===== src/rtl/seq_control.sv =====
// rtl/seq_control.sv - LEGv8 decode and multi-cycle sequencer; optional macro CONTROL_MEM_HANDSHAKE_EN
module seq_control #(
  parameter int MULT_TIMEOUT = 64,
  parameter int MEM_TIMEOUT  = 16
) (
  input  logic        clk,
  input  logic        reset,
  input  logic [10:0] opcode,
  input  logic        stall,
  input  logic        multiplier_done,
  input  logic        mem_ready,
  output logic        readreg2_loc,
  output logic        write_reg_src,
  output logic        reg_write,
  output logic        alu_src,
  output logic        execute_result_loc,
  output logic        update_sreg,
  output logic        mem_read,
  output logic        mem_write,
  output logic [3:0]  alu_op,
  output logic        mult_start,
  output logic [1:0]  mult_mode,
  output logic [2:0]  branch_op,
  output logic [1:0]  mem_to_reg,
  output logic        busy,
  output logic        op_error
);

  localparam logic [2:0] BCOND_OP_NONE   = 3'd0;
  localparam logic [2:0] BCOND_OP_BRANCH = 3'd1;
  localparam logic [2:0] BCOND_OP_COND   = 3'd2;
  localparam logic [2:0] BCOND_OP_ZERO   = 3'd3;
  localparam logic [2:0] BCOND_OP_NZERO  = 3'd4;
  localparam logic [2:0] BCOND_OP_ALU    = 3'd5;
  localparam logic [2:0] BCOND_OP_NOINC  = 3'd6;

  localparam logic [3:0] ALU_ADD    = 4'b0010;
  localparam logic [3:0] ALU_LSL    = 4'b1000;
  localparam logic [3:0] ALU_LSR    = 4'b1001;
  localparam logic [3:0] ALU_PASS_B = 4'b1111;

  // Last count before abort, and the saturation ceiling of the 8-bit counter
  localparam logic [7:0] MULT_LAST = 8'(MULT_TIMEOUT - 1);
  localparam logic [7:0] MULT_MAX  = 8'(MULT_TIMEOUT);
  localparam logic [7:0] MEM_LAST  = 8'(MEM_TIMEOUT - 1);
  localparam logic [7:0] MEM_MAX   = 8'(MEM_TIMEOUT);

  typedef enum logic [4:0] {
    C_NONE, C_RTYPE, C_SHIFT, C_RTYPE_S, C_ITYPE, C_ITYPE_S, C_CMP, C_CMPI,
    C_CBZ, C_CBNZ, C_B, C_BCOND, C_BL, C_BR, C_MOV, C_MOVZ, C_MOVK, C_LDA,
    C_LOAD, C_STORE, C_MUL
  } op_class_t;

  typedef enum logic [1:0] {
    S_IDLE,
    S_MUL_WAIT
`ifdef CONTROL_MEM_HANDSHAKE_EN
    , S_MEM_WAIT
`endif
  } state_t;

  function automatic op_class_t classify(input logic [10:0] op);
    casez (op)
      11'b10001011000, 11'b11001011000,
      11'b10001010000, 11'b10101010000: return C_RTYPE;
      11'b11010011011, 11'b11010011010: return C_SHIFT;
      11'b10101011000, 11'b11101011000,
      11'b11101010000:                  return C_RTYPE_S;
      11'b1001000100?, 11'b1001001000?, 11'b1101001000?,
      11'b1011001000?, 11'b1101000100?: return C_ITYPE;
      11'b1011000100?, 11'b1111001000?,
      11'b1111000100?:                  return C_ITYPE_S;
      11'b11101011001:                  return C_CMP;
      11'b11110011000:                  return C_CMPI;
      11'b10110100???:                  return C_CBZ;
      11'b10110101???:                  return C_CBNZ;
      11'b000101?????:                  return C_B;
      11'b01010100???:                  return C_BCOND;
      11'b100101?????:                  return C_BL;
      11'b11010110000:                  return C_BR;
      11'b10100010000:                  return C_MOV;
      11'b110100101??:                  return C_MOVZ;
      11'b111100101??:                  return C_MOVK;
      11'b10010001100:                  return C_LDA;
      11'b11111000010:                  return C_LOAD;
      11'b11111000000:                  return C_STORE;
      11'b10011011000, 11'b10011011110,
      11'b10011011010:                  return C_MUL;
      default:                          return C_NONE;
    endcase
  endfunction

  state_t      state_q, state_d;
  logic [10:0] op_q, op_d;
  logic [7:0]  cnt_q, cnt_d;
  logic        done_seen_q, done_seen_d;

  logic [10:0] dec_op;
  op_class_t   cls;
  logic        done_any;

  // While a multi-cycle op is in flight, decode from the captured opcode, not the live one
  assign dec_op   = (state_q == S_IDLE) ? opcode : op_q;
  assign cls      = classify(dec_op);
  assign done_any = multiplier_done | done_seen_q;

`ifndef CONTROL_MEM_HANDSHAKE_EN
  logic [16:0] mem_unused;
  assign mem_unused = {mem_ready, MEM_LAST, MEM_MAX};
`endif

  // Opcode decode, then FSM sequencing overrides, then the stall/reset blanking
  always_comb begin
    readreg2_loc       = 1'b0;
    write_reg_src      = 1'b0;
    reg_write          = 1'b0;
    alu_src            = 1'b0;
    execute_result_loc = 1'b0;
    update_sreg        = 1'b0;
    mem_read           = 1'b0;
    mem_write          = 1'b0;
    alu_op             = {1'b0, dec_op[9], dec_op[3], dec_op[8]};
    mult_start         = 1'b0;
    mult_mode          = 2'b00;
    branch_op          = BCOND_OP_NONE;
    mem_to_reg         = 2'b00;
    busy               = (state_q != S_IDLE);
    op_error           = 1'b0;
    state_d            = state_q;
    op_d               = op_q;
    cnt_d              = cnt_q;
    done_seen_d        = done_seen_q;

    case (cls)
      C_RTYPE:   reg_write = 1'b1;
      C_SHIFT: begin
        reg_write = 1'b1;
        alu_src   = 1'b1;
        alu_op    = dec_op[0] ? ALU_LSL : ALU_LSR;
      end
      C_RTYPE_S: begin
        reg_write   = 1'b1;
        update_sreg = 1'b1;
      end
      C_ITYPE, C_MOVZ: begin
        reg_write = 1'b1;
        alu_src   = 1'b1;
      end
      C_ITYPE_S: begin
        reg_write   = 1'b1;
        alu_src     = 1'b1;
        update_sreg = 1'b1;
      end
      C_CMP:     update_sreg = 1'b1;
      C_CMPI: begin
        alu_src     = 1'b1;
        update_sreg = 1'b1;
      end
      C_CBZ, C_CBNZ: begin
        readreg2_loc = 1'b1;
        update_sreg  = 1'b1;
        branch_op    = (cls == C_CBZ) ? BCOND_OP_ZERO : BCOND_OP_NZERO;
        alu_op       = ALU_PASS_B;
      end
      C_B: begin
        branch_op = BCOND_OP_BRANCH;
        alu_op    = ALU_PASS_B;
      end
      C_BCOND: begin
        branch_op = BCOND_OP_COND;
        alu_op    = ALU_PASS_B;
      end
      C_BL: begin
        reg_write     = 1'b1;
        write_reg_src = 1'b1;
        branch_op     = BCOND_OP_BRANCH;
        mem_to_reg    = 2'b10;
        alu_op        = ALU_PASS_B;
      end
      C_BR: begin
        readreg2_loc = 1'b1;
        branch_op    = BCOND_OP_ALU;
        alu_op       = ALU_PASS_B;
      end
      C_MOV: begin
        reg_write = 1'b1;
        alu_src   = 1'b1;
        alu_op    = ALU_ADD;
      end
      C_MOVK: begin
        readreg2_loc = 1'b1;
        reg_write    = 1'b1;
        alu_src      = 1'b1;
      end
      C_LDA: begin
        readreg2_loc = 1'b1;
        reg_write    = 1'b1;
        alu_src      = 1'b1;
        alu_op       = ALU_ADD;
      end
      C_LOAD: begin
        mem_read   = 1'b1;
        alu_src    = 1'b1;
        mem_to_reg = 2'b01;
        reg_write  = 1'b1;
        alu_op     = ALU_ADD;
      end
      C_STORE: begin
        readreg2_loc = 1'b1;
        alu_src      = 1'b1;
        mem_write    = 1'b1;
        alu_op       = ALU_ADD;
      end
      C_MUL: begin
        case (dec_op[2:1])
          2'b11:   mult_mode = 2'b01;
          2'b01:   mult_mode = 2'b10;
          default: mult_mode = 2'b00;
        endcase
      end
      default:   alu_op = 4'b0000;
    endcase

    case (state_q)
      S_IDLE: begin
        if (!stall && cls == C_MUL) begin
          mult_start  = 1'b1;
          branch_op   = BCOND_OP_NOINC;
          op_d        = opcode;
          cnt_d       = 8'd0;
          done_seen_d = 1'b0;
          state_d     = S_MUL_WAIT;
        end
`ifdef CONTROL_MEM_HANDSHAKE_EN
        else if (!stall && (cls == C_LOAD || cls == C_STORE) && !mem_ready) begin
          reg_write = 1'b0;
          branch_op = BCOND_OP_NOINC;
          op_d      = opcode;
          cnt_d     = 8'd0;
          state_d   = S_MEM_WAIT;
        end
`endif
      end
      S_MUL_WAIT: begin
        branch_op   = BCOND_OP_NOINC;
        done_seen_d = done_any;
        if (done_any && !stall) begin
          reg_write          = 1'b1;
          execute_result_loc = 1'b1;
          branch_op          = BCOND_OP_NONE;
          state_d            = S_IDLE;
        end else if (!done_any && cnt_q >= MULT_LAST) begin
          op_error  = 1'b1;
          branch_op = BCOND_OP_NONE;
          state_d   = S_IDLE;
        end else if (cnt_q != MULT_MAX) begin
          cnt_d = cnt_q + 8'd1;
        end
      end
`ifdef CONTROL_MEM_HANDSHAKE_EN
      S_MEM_WAIT: begin
        branch_op = BCOND_OP_NOINC;
        reg_write = 1'b0;
        if (mem_ready) begin
          reg_write = (cls == C_LOAD);
          branch_op = BCOND_OP_NONE;
          state_d   = S_IDLE;
        end else if (cnt_q >= MEM_LAST) begin
          op_error  = 1'b1;
          branch_op = BCOND_OP_NONE;
          state_d   = S_IDLE;
        end else if (cnt_q != MEM_MAX) begin
          cnt_d = cnt_q + 8'd1;
        end
      end
`endif
      default: state_d = S_IDLE;
    endcase

    if (reset || (state_q == S_IDLE && stall)) begin
      readreg2_loc       = 1'b0;
      write_reg_src      = 1'b0;
      reg_write          = 1'b0;
      alu_src            = 1'b0;
      execute_result_loc = 1'b0;
      update_sreg        = 1'b0;
      mem_read           = 1'b0;
      mem_write          = 1'b0;
      alu_op             = 4'b0000;
      mult_start         = 1'b0;
      mult_mode          = 2'b00;
      branch_op          = BCOND_OP_NOINC;
      mem_to_reg         = 2'b00;
      busy               = 1'b0;
      op_error           = 1'b0;
    end
  end

  // State, captured opcode, timeout counter and sticky done flag
  always_ff @(posedge clk) begin
    if (reset) begin
      state_q     <= S_IDLE;
      op_q        <= 11'd0;
      cnt_q       <= 8'd0;
      done_seen_q <= 1'b0;
    end else begin
      state_q     <= state_d;
      op_q        <= op_d;
      cnt_q       <= cnt_d;
      done_seen_q <= done_seen_d;
    end
  end

endmodule


===== config.mk =====
export PLATFORM = sky130hd
export DESIGN_NAME = seq_control
export DESIGN_NICKNAME = d
export VERILOG_FILES = /design/src/rtl/seq_control.sv
export SDC_FILE = /design/constraint.sdc
export NUM_CORES = 1
export LEC_CHECK = 0
export CAP_MARGIN = 20
export CORE_UTILIZATION = 43
export CTS_CLUSTER_SIZE = 10
export DETAILED_ROUTE_END_ITERATION = 8
export GPL_TIMING_DRIVEN = 0
export PLACE_DENSITY = 0.67
export SETUP_SLACK_MARGIN = 0.3
export SLEW_MARGIN = 10
export SYNTH_ARGS = -nofsm -noshare
export SYNTH_HDL_FRONTEND = slang
export SYNTH_SLANG_ARGS = --single-unit
export TNS_END_PERCENT = 100

===== constraint.sdc =====
create_clock -name clk -period 13.25 [get_ports clk]
set_clock_uncertainty 0.05 [all_clocks]
set_input_delay 3.975 -clock clk [delete_from_list [all_inputs] [get_ports clk]]
set_output_delay 3.975 -clock clk [all_outputs]
set_load 0.1 [all_outputs]

# Word-level counts from Yosys, hierarchy flattened
# Index checks and enable logic that the tools add are counted.
dict set report totals {
  mem_count 0
  regBits 22
  in_bits 16
  latch_bits 0
  romBits 0
  ramBits 0
  wordCells 154
  output_inout_bits 22
}
dict set report op_classes {
  div_mod_pow 0
  mul 0
  bitwise_logic 1
  n_shift 0
  addsub 1
  mux 55
  n_reduce_logical 29
  eq_ne 63
  magnitude_cmp 1
}
# cell n
set ops {}
lappend ops {{equality test 11 bit, second input constant} 19}
lappend ops {{case mux 5 bit (20 select lines)} 1}
lappend ops {{equality test 10 bit, second input constant} 8}
lappend ops {{equality test 5 x 4 -> 1 bit, second input constant} 8}
lappend ops {{2-to-1 mux 8 bit} 4}
lappend ops {{2-to-1 mux 1 bit} 29}
lappend ops {{equality test 5 bit, second input constant} 5}
lappend ops {{equality test 5 x 3 -> 1 bit, second input constant} 4}
lappend ops {{equality test 9 bit, second input constant} 2}
lappend ops {{OR reduction 6 bit} 3}
lappend ops {{equality test 8 bit, second input constant} 2}
lappend ops {{case mux 4 bit (4 select lines)} 1}
lappend ops {{case mux 8 bit (2 select lines)} 1}
lappend ops {{2-to-1 mux 3 bit} 5}
lappend ops {{2-to-1 mux 2 bit} 6}
lappend ops {{case mux 2 bit (2 select lines)} 3}
lappend ops {{case mux 3 bit (4 select lines)} 1}
lappend ops {{2-to-1 mux 11 bit} 1}
lappend ops {{OR reduction 11 bit} 1}
lappend ops {{equality test 5 x 2 -> 1 bit, second input constant} 2}
lappend ops {{OR reduction 10 bit} 1}
lappend ops {{OR reduction 3 bit} 3}
lappend ops {{OR reduction 9 bit} 1}
lappend ops {{adder 8 x 1 -> 8 bit, second input constant} 1}
lappend ops {{25 further kinds} 38}

# Logic depth before layout (Yosys ltp)
dict set report depth {
  depth_word 11
  ltp_mapped 12
  mapped_depth_nobuf 9
}

# Least setup slack after synthesis
# No wires, ideal clock.
dict set report synth_timing {
  path_kind {input -> output}
  from {input opcode[0]}
  to {output mult_start}
  arrival_time_ps 7775
  cell_stages 4
  required_time_ps 9225
  slack_ps 1450
  path_buffers 0
  cell_sequence {or3_1 -> a22oi_1 -> o2111ai_4 -> nor4_1}
}
dict set report synth_between {
  elab_chain_len 9
  elab_cells_between_ends 30
  cone_classes {eq/ne: 20; mux: 5; reduce/logical: 5}
}
# element line_no
set synth_lines {}
lappend synth_lines {{start, declared} 8} ;# input logic [10:0] opcode,
lappend synth_lines {{2-to-1 mux 11 bit *} 103} ;# assign dec_op = (state_q == S_IDLE) ? opcode : op_q;
lappend synth_lines {{equality test 11 bit} 63} ;# casez (op)
lappend synth_lines {{OR reduction 4 bit, or another cell as far along} 63}
lappend synth_lines {{case mux 5 bit (20 select lines) *} 63}
lappend synth_lines {{equality test 5 bit *} 226} ;# if (!stall && cls == C_MUL) begin
lappend synth_lines {{logical AND 1 bit *} 226}
lappend synth_lines {{2-to-1 mux 1 bit *} 226}
lappend synth_lines {{2-to-1 mux 1 bit *} 224} ;# case (state_q)
lappend synth_lines {{2-to-1 mux 1 bit *} 280} ;# if (reset || (state_q == S_IDLE && stall)) begin
lappend synth_lines {{end, declared} 21} ;# output logic mult_start,
# Every way passes the cells marked *; elsewhere a longest branch is shown, timed or not.

# Worst setup path in the final report
dict set report layout_timing {
  from {input opcode[3]}
  to {output alu_op[0]}
}
dict set report layout_between {
  elab_chain_len 8
  elab_cells_between_ends 65
  cone_classes {eq/ne: 52; mux: 4; reduce/logical: 9}
}
# element line_no
set layout_lines {}
lappend layout_lines {{2-to-1 mux 11 bit *} 103}
lappend layout_lines {{equality test 10 bit or equality test 11 bit (tied branches)} 63}
lappend layout_lines {{OR reduction 5 bit, or another cell as far along} 63}
lappend layout_lines {{case mux 5 bit (20 select lines) *} 63}
lappend layout_lines {{equality test 5 bit, or another cell as far along} 134} ;# case (cls)
lappend layout_lines {{OR reduction 9 bit (no source line), or another cell as far along} n/a}
lappend layout_lines {{case mux 4 bit (4 select lines) *} 134}
lappend layout_lines {{2-to-1 mux 4 bit *} 280}
lappend layout_lines {{end, declared} 20} ;# output logic [3:0] alu_op,
# Marks and branches as above.

==> results by group <==
Clock network
  – Setup bufs post-CTS: 0
  – CTS tree: yes
  – CTS hold repair buffers: 0
  – Clk sinks: 21
  – Worst-path clk slew: 0.07 ns
  – Root buffer cell: clkbuf_8
  – H-tree Lvls: 1
  – Total CTS buffers: 3
  – Clock Path Buffers: 2
  – Clk_lat worst skew: 0.26 ns
  – Post-CTS Resized: 0

Routing
  – Post-route ant nets: 0
  – TritonRoute pass-1 iters: 5
  – Wire per inst: 17.2 um
  – Final WL: 6980 um
  – Vias: 2507
  – Drc violations: 0
  – Vias per inst: 6.19
  – Iter 0 DRT Violations: 188

Synth
  – Yosys cell types: 82
  – Largest area contributor in the netlist: dfxtp_1
  – Top cell type's share of synthesized area: 18.6%
  – Post-synth net total: 315
  – Top cells by area, synth: dfxtp_1 (19%), nor2_1 (6.5%), nand2_1 (4.0%)
  – Cell count after synthesis: 297
  – Post-synthesis sequential area ratio: 18.6%
  – Yosys reg bits: 21
  – Ys flop type: dfxtp_1
  – Post-synth EDFFs: 0
  – Mapped Avg Cell Area: 7.62 um^2
  – Post-Syn Area: 2260 um^2
  – Synth warnings: 0
  – Post-synthesis async set-or-reset flop share: 0%

Power and ir drop
  – Sw power: 0.0383 mW
  – Pint: 0.0947 mW
  – Leakage power: 1.02 nW
  – Max VDD drop: 0.0596 mV
  – Net Sw Frac: 28.8%
  – PwrDens: 48.6 nW/um^2
  – Logic pwr share: 21.7%
  – Clk network pwr share: 30.9%
  – Flop pwr share: 47.4%

STA
  – Max Clk Rate: 0.0838 GHz
  – RSZ-0062 raised after global routing: false
  – Final period util: 90.1%
  – Max Slew Vio Count: 0
  – Min Tclk post-route: 11.94 ns
  – Max-slew headroom: 35.1%
  – Setup TNS: 0 ns
  – Worst-Margin Slew: 0.971 ns
  – Hold Violations, Final: 0
  – Setup violators final: 0

Worst setup path
  – Worst Setup End Kind: output pin
  – Crit path capture: alu_op[0]
  – Worst setup SP type: input pin
  – R2R Setup Slk: 10.39 ns
  – CP Launch Point: opcode[3]
  – Reg2reg end: cnt_q[5]
  – Reg2reg start: state_q[0]
  – FF-to-FF path depth: 11
  – Arr. time, crit path: 7.91 ns
  – Max FO, Critical Path: 7
  – Worst path required time: 9.22 ns
  – CP Class: input pin to output pin

Cells and area
  – Area delta synth->final: 21.0%
  – Layout cell share with drive strength beyond 1: 12.5%
  – Commonest non-fill, non-tap cells in the layout: nor2_1 (39), clkdlybuf4s50_1 (34), nand2_1 (24), dfxtp_1 (21), a21oi_1 (17)
  – Nets@finish: 354
  – Inserted Diodes: 0
  – Fin util: 53.9%
  – Fillers: 523
  – Most common cell after layout, fill and taps aside: nor2_1

Global route
  – Vias in the first global route: 2196
  – Total track usage: 25.7%
  – Initial antenna violation count: 0
  – First-pass GRT wire length: 10900 um
  – Largest net degree at the start of global routing: 13
  – Congestion Overflow GR: 0

Floorplanning
  – Total core area: 5070 um^2
  – Die ar.: 5550 um^2
  – Die Ht: 74.5 um
  – Die X-Extent: 74.5 um
  – Core Rows: 26
  – I/O pin count: 38
  – Initial core utilization: 44.6%

Placed design
  – Final GP Congestion: 0.966
  – PortBufs: 34
  – DP Wirelength: 5460 um

Flow run
  – Max-cap violations: 0

Min path
  – Worst hold path class: flip-flop to flip-flop

Status
  – Status: complete, no violations
area by class of cell:
class	count	area (um^2)	share of cell area [%]
Inverter	8	30.0	1.10
Buffer	13	100	3.66
Timing Repair Buffer	34	340	12.4
Multi-Input combinational cell	255	1710	62.6
Tap cell	70	87.6	3.20
Clock buffer	3	41.3	1.51
Sequential cell	21	420	15.4
Clock inverter	1	5.00	0.183
flip-flops by register name (all words and copies together), names as in the netlist:
| signal | flops |
|---|---|
| op_q | 11 |
| done_seen_q | 1 |
| state_q | 1 |
| cnt_q | 8 |
power groups by stage:
stage                     Sequential (mW)  Combinational (mW)  Clock, mW
after floorplan                    0.0646              0.0180          0
after CTS                          0.0631              0.0283     0.0423
after global placement             0.0646              0.0283          0
final                              0.0631              0.0288     0.0411
after global routing               0.0631              0.0307     0.0447
after detailed placement           0.0646              0.0282          0
cells in the mapped netlist (3+ instances only):
library cell and instances:
a31oi_1 3, nor4_1 6, nand4_1 9, nand4b_1 3
or3_1 3, nor2b_1 6, nor3b_1 4, clkbuf_1 4
a22oi_1 3, dfxtp_1 21, or3b_1 4, mux2i_1 7
and3_1 3, a211oi_1 3, o21ai_0 8, xor2_1 5
nor2_1 39, a21oi_1 17, nand2b_1 4, nand3b_1 7
or3b_2 6, and2_1 5, nand3_1 14, inv_1 7
buf_6 3, mux2_2 3, nor3_1 9, o21ai_1 4
nand2_1 24
through the flow:
stage	power [mW]	cells	instance area, um^2	setup WS, ns	hold WS [ns]
floorplan	0.0825	297	2260	1.45	0.393
global placement	0.0929	401	2690	1.33	0.417
detailed placement	0.0928	401	2690	1.32	0.415
CTS	0.134	405	2740	1.33	0.426
global route	0.139	405	2740	1.13	0.441
finish	0.133	405	2740	1.31	0.426
worst min path at each step:
stage | startpoint | endpoint | slack, ns | cells after the start
after floorplan | op_q[0] | op_q[0] | 0.39 | 2
after CTS | op_q[0] | op_q[0] | 0.43 | 2
after global routing | op_q[0] | op_q[0] | 0.44 | 2
after detailed placement | op_q[0] | op_q[0] | 0.41 | 2
final | op_q[0] | op_q[0] | 0.43 | 2
after global placement | op_q[0] | op_q[0] | 0.42 | 2
per-layer routing:
layer | GRT usage (%) | part of all wire [%] | vias to the layer above
met5 | 0 | 0 | -
met4 | 8.39 | 2.0 | 0
met3 | 1.63 | 7.0 | 17
met2 | 42.0 | 46 | 128
met1 | 36.0 | 44 | 1146
li1 | - | - | 1216
worst max-delay path, stage by stage:
cell and delay, ns:
clkdlybuf4s50_1 0.63, or3b_1 0.45, a222oi_1 0.55, nand3_1 0.22
and4_4 0.21, and3b_4 0.19, nor4b_4 0.28, o21ai_2 0.10
o21ai_1 0.15, clkdlybuf4s50_1 1.14
cell families after synthesis:
logic type               share of synthesized area (%)
buffers and inverters                             5.75
XOR/XNOR                                          1.94
multiplexers                                      4.59
flip-flops                                        18.6
adder cells (fa/ha/maj)                           1.11
AO/OA/AOI/OAI                                     23.3
AND/OR/NAND/NOR                                   44.7
No activity file was read; power rests on OpenSTA's default activity.
